### src/rtl/pos_cell_streamer.sv
// Drains one cell position memory (count at addr 0, positions at 1..N) into a valid/ready stream.
// Optional macro POS_STREAMER_CLAMP_EN clamps corrupted counts and adds the count_err output.
module pos_cell_streamer #(
  parameter int DATA_WIDTH   = 96,
  parameter int ADDR_WIDTH   = 8,
  parameter int PARTICLE_NUM = 220,
  parameter int FIFO_DEPTH   = 4
) (
  input  logic                  clk,
  input  logic                  rst,
  input  logic                  start,
  output logic                  busy,
  output logic                  done,
  output logic [ADDR_WIDTH-1:0] particle_count,
  output logic [ADDR_WIDTH-1:0] mem_addr,
  output logic                  mem_rden,
  output logic                  mem_wren,
  input  logic [DATA_WIDTH-1:0] mem_q,
  output logic                  out_valid,
  input  logic                  out_ready,
  output logic [DATA_WIDTH-1:0] out_data,
  output logic [ADDR_WIDTH-1:0] out_pid,
  output logic                  out_last
`ifdef POS_STREAMER_CLAMP_EN
  , output logic                count_err
`endif
);

  localparam int PW = (FIFO_DEPTH > 1) ? $clog2(FIFO_DEPTH) : 1;
  localparam int CW = $clog2(FIFO_DEPTH + 1);
  localparam logic [ADDR_WIDTH-1:0] MAX_N = ADDR_WIDTH'(PARTICLE_NUM - 1);

  typedef enum logic [2:0] {IDLE, RD_CNT, WAIT_CNT, STREAM, DRAIN, DONE} state_t;

  state_t                state_q, state_d;
  logic                  wait_q, wait_d;
  logic [ADDR_WIDTH-1:0] n_q, n_d;
  logic [ADDR_WIDTH-1:0] addr_q, addr_d;
  logic [1:0]            rv_q, rv_d;
  logic [ADDR_WIDTH-1:0] tag0_q, tag0_d, tag1_q, tag1_d;
  logic [PW-1:0]         wr_ptr_q, wr_ptr_d, rd_ptr_q, rd_ptr_d;
  logic [CW-1:0]         cnt_q, cnt_d;
  logic [DATA_WIDTH-1:0] fifo_data_q [FIFO_DEPTH];
  logic [ADDR_WIDTH-1:0] fifo_pid_q  [FIFO_DEPTH];

  logic                  push, pop, issue, n_err;
  logic [CW:0]           occupancy;
  logic [ADDR_WIDTH-1:0] n_eff;

  function automatic logic [PW-1:0] ptr_inc(input logic [PW-1:0] p);
    return (p == PW'(FIFO_DEPTH - 1)) ? '0 : p + 1'b1;
  endfunction

`ifdef POS_STREAMER_CLAMP_EN
  logic err_q, err_d;
  assign n_err     = (mem_q[ADDR_WIDTH-1:0] > MAX_N);
  assign n_eff     = n_err ? MAX_N : mem_q[ADDR_WIDTH-1:0];
  assign count_err = err_q;
`else
  assign n_err = 1'b0;
  assign n_eff = mem_q[ADDR_WIDTH-1:0];
`endif

  assign out_valid      = (cnt_q != '0);
  assign out_data       = out_valid ? fifo_data_q[rd_ptr_q] : '0;
  assign out_pid        = out_valid ? fifo_pid_q[rd_ptr_q] : '0;
  assign out_last       = out_valid && (fifo_pid_q[rd_ptr_q] == n_q);
  assign particle_count = n_q;
  assign mem_wren       = 1'b0;

  always_comb begin
    state_d  = state_q;
    wait_d   = wait_q;
    n_d      = n_q;
    addr_d   = addr_q;
`ifdef POS_STREAMER_CLAMP_EN
    err_d    = err_q;
`endif
    issue    = 1'b0;
    mem_rden = 1'b0;
    mem_addr = '0;
    busy     = 1'b0;
    done     = 1'b0;

    // Data enters the FIFO when the second stage of the read-valid pipe is set.
    push      = rv_q[1];
    pop       = out_valid && out_ready;
    occupancy = (CW+1)'(rv_q[0]) + (CW+1)'(rv_q[1]) + (CW+1)'(cnt_q);
    cnt_d     = cnt_q + CW'(push) - CW'(pop);
    wr_ptr_d  = push ? ptr_inc(wr_ptr_q) : wr_ptr_q;
    rd_ptr_d  = pop ? ptr_inc(rd_ptr_q) : rd_ptr_q;

    unique case (state_q)
      IDLE: begin
        if (start) begin
          state_d = RD_CNT;
          n_d     = '0;
`ifdef POS_STREAMER_CLAMP_EN
          err_d   = 1'b0;
`endif
        end
      end
      RD_CNT: begin
        busy     = 1'b1;
        mem_rden = 1'b1;
        wait_d   = 1'b0;
        state_d  = WAIT_CNT;
      end
      WAIT_CNT: begin
        busy = 1'b1;
        if (wait_q) begin
          n_d     = n_eff;
          addr_d  = ADDR_WIDTH'(1);
`ifdef POS_STREAMER_CLAMP_EN
          err_d   = n_err;
`endif
          state_d = (n_eff == '0) ? DONE : STREAM;
        end else begin
          wait_d = 1'b1;
        end
      end
      STREAM: begin
        busy = 1'b1;
        // Credit: reads still in flight reserve a slot so a push never finds the FIFO full.
        if (occupancy < (CW+1)'(FIFO_DEPTH)) begin
          issue    = 1'b1;
          mem_rden = 1'b1;
          mem_addr = addr_q;
          addr_d   = addr_q + 1'b1;
          if (addr_q == n_q) state_d = DRAIN;
        end
      end
      DRAIN: begin
        busy = 1'b1;
        if (!rv_q[0] && !rv_q[1] && cnt_d == '0) state_d = DONE;
      end
      DONE: begin
        done    = 1'b1;
        state_d = IDLE;
      end
      default: state_d = IDLE;
    endcase

    rv_d   = {rv_q[0], issue};
    tag0_d = issue ? addr_q : tag0_q;
    tag1_d = tag0_q;
  end

  always_ff @(posedge clk) begin
    if (rst) begin
      state_q  <= IDLE;
      wait_q   <= 1'b0;
      n_q      <= '0;
      addr_q   <= '0;
      rv_q     <= '0;
      tag0_q   <= '0;
      tag1_q   <= '0;
      wr_ptr_q <= '0;
      rd_ptr_q <= '0;
      cnt_q    <= '0;
`ifdef POS_STREAMER_CLAMP_EN
      err_q    <= 1'b0;
`endif
    end else begin
      state_q  <= state_d;
      wait_q   <= wait_d;
      n_q      <= n_d;
      addr_q   <= addr_d;
      rv_q     <= rv_d;
      tag0_q   <= tag0_d;
      tag1_q   <= tag1_d;
      wr_ptr_q <= wr_ptr_d;
      rd_ptr_q <= rd_ptr_d;
      cnt_q    <= cnt_d;
`ifdef POS_STREAMER_CLAMP_EN
      err_q    <= err_d;
`endif
    end
  end

  // Storage needs no reset: outputs are gated by out_valid.
  always_ff @(posedge clk) begin
    if (push && !rst) begin
      fifo_data_q[wr_ptr_q] <= mem_q;
      fifo_pid_q[wr_ptr_q]  <= tag1_q;
    end
  end

endmodule
### config.mk
export PLATFORM = sky130hd
export DESIGN_NAME = pos_cell_streamer
export DESIGN_NICKNAME = d
export VERILOG_FILES = /design/src/rtl/pos_cell_streamer.sv
export SDC_FILE = /design/constraint.sdc
export NUM_CORES = 1
export LEC_CHECK = 0
export ABC_AREA = 1
export BUFFER_PORTS_ARGS = -buffer_cell sky130_fd_sc_hd__buf_4
export CAP_MARGIN = 10
export CORE_UTILIZATION = 30
export DETAILED_ROUTE_END_ITERATION = 16
export GPL_ROUTABILITY_DRIVEN = 1
export PLACE_DENSITY_LB_ADDON = 0.25
export SYNTH_ARGS = -nofsm -noshare
export SYNTH_HDL_FRONTEND = slang
export SYNTH_SLANG_ARGS = --single-unit
### constraint.sdc
create_clock -name clk -period 9.02 [get_ports clk]
set_input_delay 1.353 -clock clk [delete_from_list [all_inputs] [get_ports clk]]
set_output_delay 1.353 -clock clk [all_outputs]
set_load 0.1 [all_outputs]
==> results of run 1 <==
-- power by group through the flow --
| stage | Combinational [µW] | Clock [µW] | Sequential, µW |
|---|---|---|---|
| 6_report | 3580 | 1970 | 2430 |
| 5_1_grt | 3780 | 2110 | 2440 |
| 4_1_cts | 3630 | 2030 | 2430 |
| 3_5_place_dp | 3620 | 0 | 2480 |
| 3_3_place_gp | 3610 | 0 | 2480 |
| 2_1_floorplan | 2810 | 0 | 2470 |
-- worst paths after layout --
path | from | slack [ps] | depth (start not counted) | to
max | flip-flop | 3860 | 5 | out_data[5]
min | tag0_q[6] | 420 | 2 | tag1_q[6]
max reg2reg | rv_q[1] | 6070 | 4 | fifo_data_q[0][75]
min reg2reg | tag0_q[6] | 420 | 2 | tag1_q[6]
-- synth_stat cells --
cell	instances	share of area (%)
a211oi_1	2	0.082
a21oi_1	112	3.1
a22o_1	7	0.33
a22oi_1	8	0.33
buf_1	22	0.45
buf_2	15	0.41
buf_4	21	0.86
buf_6	2	0.12
clkbuf_1	26	0.53
conb_1	1	0.020
dfxtp_1	47	5.1
edfxtp_1	416	68
fa_1	1	0.11
ha_1	9	0.61
inv_1	45	0.92
inv_2	4	0.082
inv_4	1	0.034
nand2_1	101	2.1
nand2_2	1	0.034
nand2_4	1	0.061
nand3_1	27	0.74
nand3_2	1	0.055
nand3_4	1	0.095
nand3b_1	1	0.041
nand4_1	2	0.068
nor2_1	454	9.3
nor2_2	3	0.10
nor3_1	1	0.027
o211a_1	3	0.16
o21a_1	1	0.041
o21ai_0	201	5.5
o21ai_1	1	0.027
or2_2	2	0.068
xnor2_1	8	0.38
xor2_1	4	0.19
-- sequential cells by signal (all words and copies together) (netlist names), named ones only --
signal	count
fifo_data_q	384
fifo_pid_q	32
addr_q	8
particle_count	8
tag0_q	8
tag1_q	8
cnt_q	3
state_q	3
rd_ptr_q	2
rv_q	2
wr_ptr_q	2
wait_q	1
-- worst reg2reg max path, cell delays in order, from the launching register on --
cell and delay, ps:
dfxtp_1 440, nand2_1 270, nor2_4 320, buf_4 640, buf_4 860
-- kinds of logic (layout without fill, tap and decap cells) --
kind of cell / Yosys count / count (layout) / share of synthesized area [%]
DFF: 463 / 463 / 73.1
other: 1 / 5 / 0.0204
adders and majority gates: 10 / 10 / 0.722
xor gates and xnor gates: 12 / 12 / 0.572
buffers and inverters: 136 / 381 / 3.41
AOI/OAI and AO/OA: 335 / 335 / 9.50
and+or+nand+nor: 595 / 595 / 12.6
-- routing by layer --
layer / wire length, µm / part of all wire, %
met5: 13 / 0.028
met4: 1030 / 2.2
met2: 22700 / 48
met3: 2270 / 4.8
met1: 20800 / 44
-- area by class of cell --
class / count / area share [%]
Antenna cell: 4 / 0.0448
Inverter: 50 / 0.885
Clock inverter: 22 / 0.784
Timing Repair Buffer: 240 / 8.07
Multi-Input combinational cell: 953 / 19.4
Tap cell: 782 / 4.38
Sequential cell: 463 / 60.2
Clock buffer: 69 / 6.21
-- cell usage in the layout (no fill, tap or decap), drive strengths merged --
master / netlist / layout
a22oi: 8 / 8
clkinvlp: 0 / 2
nand3: 29 / 29
dfxtp: 47 / 47
o211a: 3 / 3
conb: 1 / 1
bufinv: 0 / 3
o21ai: 202 / 202
edfxtp: 416 / 416
nand3b: 1 / 1
xor2: 4 / 4
nor2: 457 / 457
or2: 2 / 2
nand2: 103 / 103
diode: 0 / 4
clkbuf: 26 / 69
fa: 1 / 1
xnor2: 8 / 8
inv: 50 / 50
nand4: 2 / 2
ha: 9 / 9
nor3: 1 / 1
o21a: 1 / 1
a211oi: 2 / 2
a22o: 7 / 7
a21oi: 112 / 112
buf: 60 / 240
clkinv: 0 / 17
-- stage by stage --
stage,hold WS (ps),area [µm²],setup slack [ps],util [%],power [µW]
floorplan,400,18400,2100,-,5280
global placement,411,20800,4210,34.3,6090
detailed placement,414,20800,4150,34.3,6100
CTS,423,22300,3730,36.9,8100
global route,433,22300,3520,36.9,8330
finish,423,22300,3860,36.9,7980
==> impl_metrics.env, run 1 <==
export IMPL_critPathMaxStageDelay_ps=970
export IMPL_ys_types=35
export IMPL_fillers=5857
export IMPL_io_pins=226
export IMPL_crit_type="reg -> out"
export IMPL_cpMostUsedCell="buf_4"
export IMPL_switchingPower_uw=3800
export IMPL_internal_power_uw=4190
export IMPL_clk_latency_ps=580
export IMPL_drt_iter0_markers=772
export IMPL_fin_nets=1869
export IMPL_fp_dieArea_mm2=0.0622
export IMPL_hold_viol_final=0
export IMPL_setup_tns_final_ps=0
export IMPL_regArea_mm2=0.0134
export IMPL_max_slew_margin_rel_pct=27.8
export IMPL_clockRootBuffer="clkbuf_16"
export IMPL_synth_seq_area_share_pct=73.1
export IMPL_antenna_found_initial=4
export IMPL_seqPwrFrac_pct=30.5
export IMPL_clock_sinks=463
export IMPL_min_path_type="reg -> reg"
export IMPL_grt_pass1_vias=11900
export IMPL_use_met2_pct=24.9
export IMPL_viasPerCell=4.64
export IMPL_grt_overflow=0
export IMPL_routed_wl_um=46900
export IMPL_crit_buf_inv=3
export IMPL_final_cells=2583
export IMPL_gp_congestion=0.837
export IMPL_fmax_mhz=194
export IMPL_synth_area_mm2=0.0184
export IMPL_setup_viol=0
export IMPL_p_leak_uw=0.00802
export IMPL_slew_violations=0
export IMPL_cts_resized=0
export IMPL_tightest_slew_ps=1080
export IMPL_coreArea_mm2=0.0605
export IMPL_grt_total_usage_pct=14.9
export IMPL_dieWidth_um=249
export IMPL_postCtsHoldBufs=0
export IMPL_worstPathMaxFanout=112
export IMPL_endpoint_kind="output pin"
export IMPL_cts_tree="built"
export IMPL_wl_per_cell_um=18.1
export IMPL_numPortBuffers=224
export IMPL_cts_clk_slew_worst_paths_ps=60
export IMPL_drv_cap=0
export IMPL_cp_arrival_ps=3800
export IMPL_ir_drop_v=0.000273
export IMPL_start_kind="flip-flop"
export IMPL_cts_setup_buffers=0
export IMPL_switching_share_pct=47.5
export IMPL_grtUsageMet3_pct=3.01
export IMPL_cts_buffers=51
export IMPL_cts_buffer_depth=3
export IMPL_cp_slowest_cell="buf_4"
export IMPL_h_tree_depth=2
export IMPL_drive_gt1_share_pct=18.0
export IMPL_num_vias=12000
export IMPL_die_h_um=249
export IMPL_status="complete, no violations"
export IMPL_path_cells="inv_4 > buf_4 > o21ai_0 > a21oi_1 > buf_4"
export IMPL_min_period_over_period_pct=57.2
export IMPL_multi_input_area_mm2=0.00434
export IMPL_grt_use_met1_pct=19.4
export IMPL_dp_cells=2488
export IMPL_core_rowCount=90
export IMPL_synth_warnings=0
export IMPL_ys_seq_elements=463
export IMPL_grt_busiest_layer="met2"
export IMPL_syn_nets=1662
export IMPL_area_growth_pct=21.6
export IMPL_postSynthAreaPerCell_um2=11.8
export IMPL_drtPass1Iterations=5
export IMPL_period_needed_ps=5160
export IMPL_fin_skew_ps=10.1
export IMPL_syn_inst=1552
export IMPL_rsz0062_at_grt="no"
export IMPL_grt_max_degree=113
export IMPL_power_per_cell_area_mw_per_mm2=358
export IMPL_pwr_share_comb_pct=44.9
export IMPL_dp_hpwl_um=26300
export IMPL_grt_pass1_wl_um=71300
export IMPL_drc=0
export IMPL_start_util_pct=30.4
export IMPL_p_clk_share_pct=24.6
export IMPL_critPathTopFamily="buffers and inverters"
export IMPL_antenna_left=0
export IMPL_cp_data_required_time_ps=7670
No activity file was read; power rests on OpenSTA's default activity.
==> run 2, diff against run 1 <==
==> constraint.sdc (replaced) <==
create_clock -name clk -period 5.4 [get_ports clk]
set_input_delay 0.81 -clock clk [delete_from_list [all_inputs] [get_ports clk]]
set_output_delay 0.81 -clock clk [all_outputs]
set_load 0.1 [all_outputs]
==> run 2 against run 1 <==
Cell count is essentially flat. Clock power is 76% higher. Combinational power grew 66%. Worst hold slack lost 9.5 ps. Critical path depth rose by 3. Final area grew 0.77%. Flip-flop and latch count unchanged. Power increased by 69%. Non-clock buffer count shrank 1. Count of clock-buffer cells in the layout up 2. Clock skew is 14 ps higher. First-iteration DRC count fell by 10%. Largest cell class unchanged.
==> impl_metrics.env, run 2 (synthesis results as in run 1) <==
export IMPL_max_slew_margin_rel_pct=28.8
export IMPL_fp_dieArea_mm2=0.0622
export IMPL_start_kind="flip-flop"
export IMPL_final_cells=2585
export IMPL_layout_commonest_cell="nor2_1"
export IMPL_seqPwrFrac_pct=30.4
export IMPL_crit_type="reg -> out"
export IMPL_clockRootBuffer="clkbuf_16"
export IMPL_area_growth_pct=22.5
export IMPL_fin_util_pct=37.2
export IMPL_cts_buffer_depth=3
export IMPL_cts_tree="built"
export IMPL_endpoint_kind="output pin"
export IMPL_period_needed_ps=4250
export IMPL_grt_pass1_wl_um=70400
export IMPL_die_h_um=249
export IMPL_grt_max_degree=122
export IMPL_internal_power_uw=7140
export IMPL_antenna_left=0
export IMPL_cts_clk_slew_worst_paths_ps=60
export IMPL_drt_iter0_markers=691
export IMPL_coreArea_mm2=0.0605
export IMPL_ir_drop_v=0.000842
export IMPL_core_rowCount=90
export IMPL_regArea_mm2=0.0134
export IMPL_drtPass1Iterations=5
export IMPL_clock_sinks=463
export IMPL_fillers=5824
export IMPL_min_path_type="in -> reg"
export IMPL_fmax_mhz=235
export IMPL_largest_reg_flops=384
export IMPL_top_regs="fifo_data_q x384, fifo_pid_q x32"
export IMPL_min_period_over_period_pct=78.6
export IMPL_path_cells="buf_12 > nand2_1 > nand3_1 > nand2_1 > a21oi_1 > nand3_1 > nor2_1 > buf_4"
export IMPL_status="complete, no violations"
export IMPL_grt_overflow=0
export IMPL_numPortBuffers=224
export IMPL_cp_slowest_cell="dfxtp_4"
export IMPL_grt_total_usage_pct=14.8
export IMPL_antenna_found_initial=3
export IMPL_cp_arrival_ps=3440
export IMPL_layout_common_cells="nor2_1, edfxtp_1, buf_4, o21ai_0, a21oi_1"
export IMPL_fin_skew_ps=24.2
export IMPL_dp_hpwl_um=25500
export IMPL_postCtsHoldBufs=0
export IMPL_wl_per_cell_um=18.2
export IMPL_cts_setup_buffers=0
export IMPL_drive_gt1_share_pct=18.5
export IMPL_power_total_uw=13500
export IMPL_dieWidth_um=249
export IMPL_p_clk_share_pct=25.6
export IMPL_clk_latency_ps=590
export IMPL_start_util_pct=30.4
export IMPL_slew_violations=0
export IMPL_critPathMaxStageDelay_ps=1000
export IMPL_switchingPower_uw=6390
export IMPL_grt_pass1_vias=11500
export IMPL_p_leak_uw=0.00810
export IMPL_hold_viol_final=0
export IMPL_worstPathMaxFanout=121
export IMPL_cts_buffers=53
export IMPL_rsz0062_at_grt="no"
export IMPL_cts_resized=0
export IMPL_top_register="fifo_data_q"
export IMPL_io_pins=226
export IMPL_drv_cap=0
export IMPL_switching_share_pct=47.2
export IMPL_tightest_slew_ps=1070
export IMPL_dp_cells=2487
export IMPL_setup_viol=0
export IMPL_multi_input_area_mm2=0.00434
export IMPL_pwr_share_comb_pct=44.0
export IMPL_gp_congestion=0.814
export IMPL_num_vias=12000
export IMPL_h_tree_depth=2
export IMPL_routed_wl_um=46900
export IMPL_fin_nets=1870
export IMPL_power_per_cell_area_mw_per_mm2=601
export IMPL_cp_data_required_time_ps=4590
export IMPL_viasPerCell=4.64
export IMPL_drc=0
export IMPL_hold_slack_ps=413
## run 2: critical path: cells and delay by family (launching register included)
| family | cells | cell delay [ps] |
|---|---|---|
| flip-flops | 1 | 1000 |
| AO/OA/AOI/OAI | 1 | 150 |
| buffers and inverters | 2 | 790 |
| AND/OR/NAND/NOR | 5 | 700 |
## run 2: final cells by class
class,instances,share of cell area (%)
timing repair buffer,239,8.20
clock buffer,71,6.38
tap,782,4.35
multi-input combinational,953,19.3
sequential,463,59.7
clock inverter,26,1.17
antenna,1,0.0111
inverter,50,0.879
## run 2: power groups by stage
stage                     Combinational (µW)  Clock [µW]  Sequential (µW)
after global placement                  5990           0             4190
final                                   5950        3460             4120
after CTS                               6020        3580             4120
after floorplan                         4700           0             4120
after global routing                    6250        3720             4130
after detailed placement                6000           0             4190
## run 2: layer usage
metal | up-vias | GRT usage, % | routed length, µm
met1 | 5826 | 19.8 | 21100
met3 | 68 | 2.76 | 2190
met2 | 277 | 24.5 | 22600
met4 | 2 | 4.39 | 1080
met5 | - | 0 | 13
li1 | 5830 | - | -
## run 2: stage by stage
| stage | worst slack, ps | TNS (ps) | cell area, µm² |
|---|---|---|---|
| 6_report | 1150 | 0 | 22500 |
| 3_3_place_gp | 1800 | 0 | 20800 |
| 2_1_floorplan | -980 | -407870 | 18400 |
| 3_5_place_dp | 1800 | 0 | 20800 |
| 4_1_cts | 1100 | 0 | 22500 |
| 5_1_grt | 919 | 0 | 22500 |
## run 2: path summary, 6_finish.rpt
check	start	to	slack (ps)	cells after the start
hold / removal	mem_q[89]	fifo_data_q[3][89]	410	1
hold reg to reg	tag0_q[5]	tag1_q[5]	420	2
setup / recovery	flip-flop	out_last	1150	8
setup reg to reg	cnt_q[1]	state_q[0]	2550	18
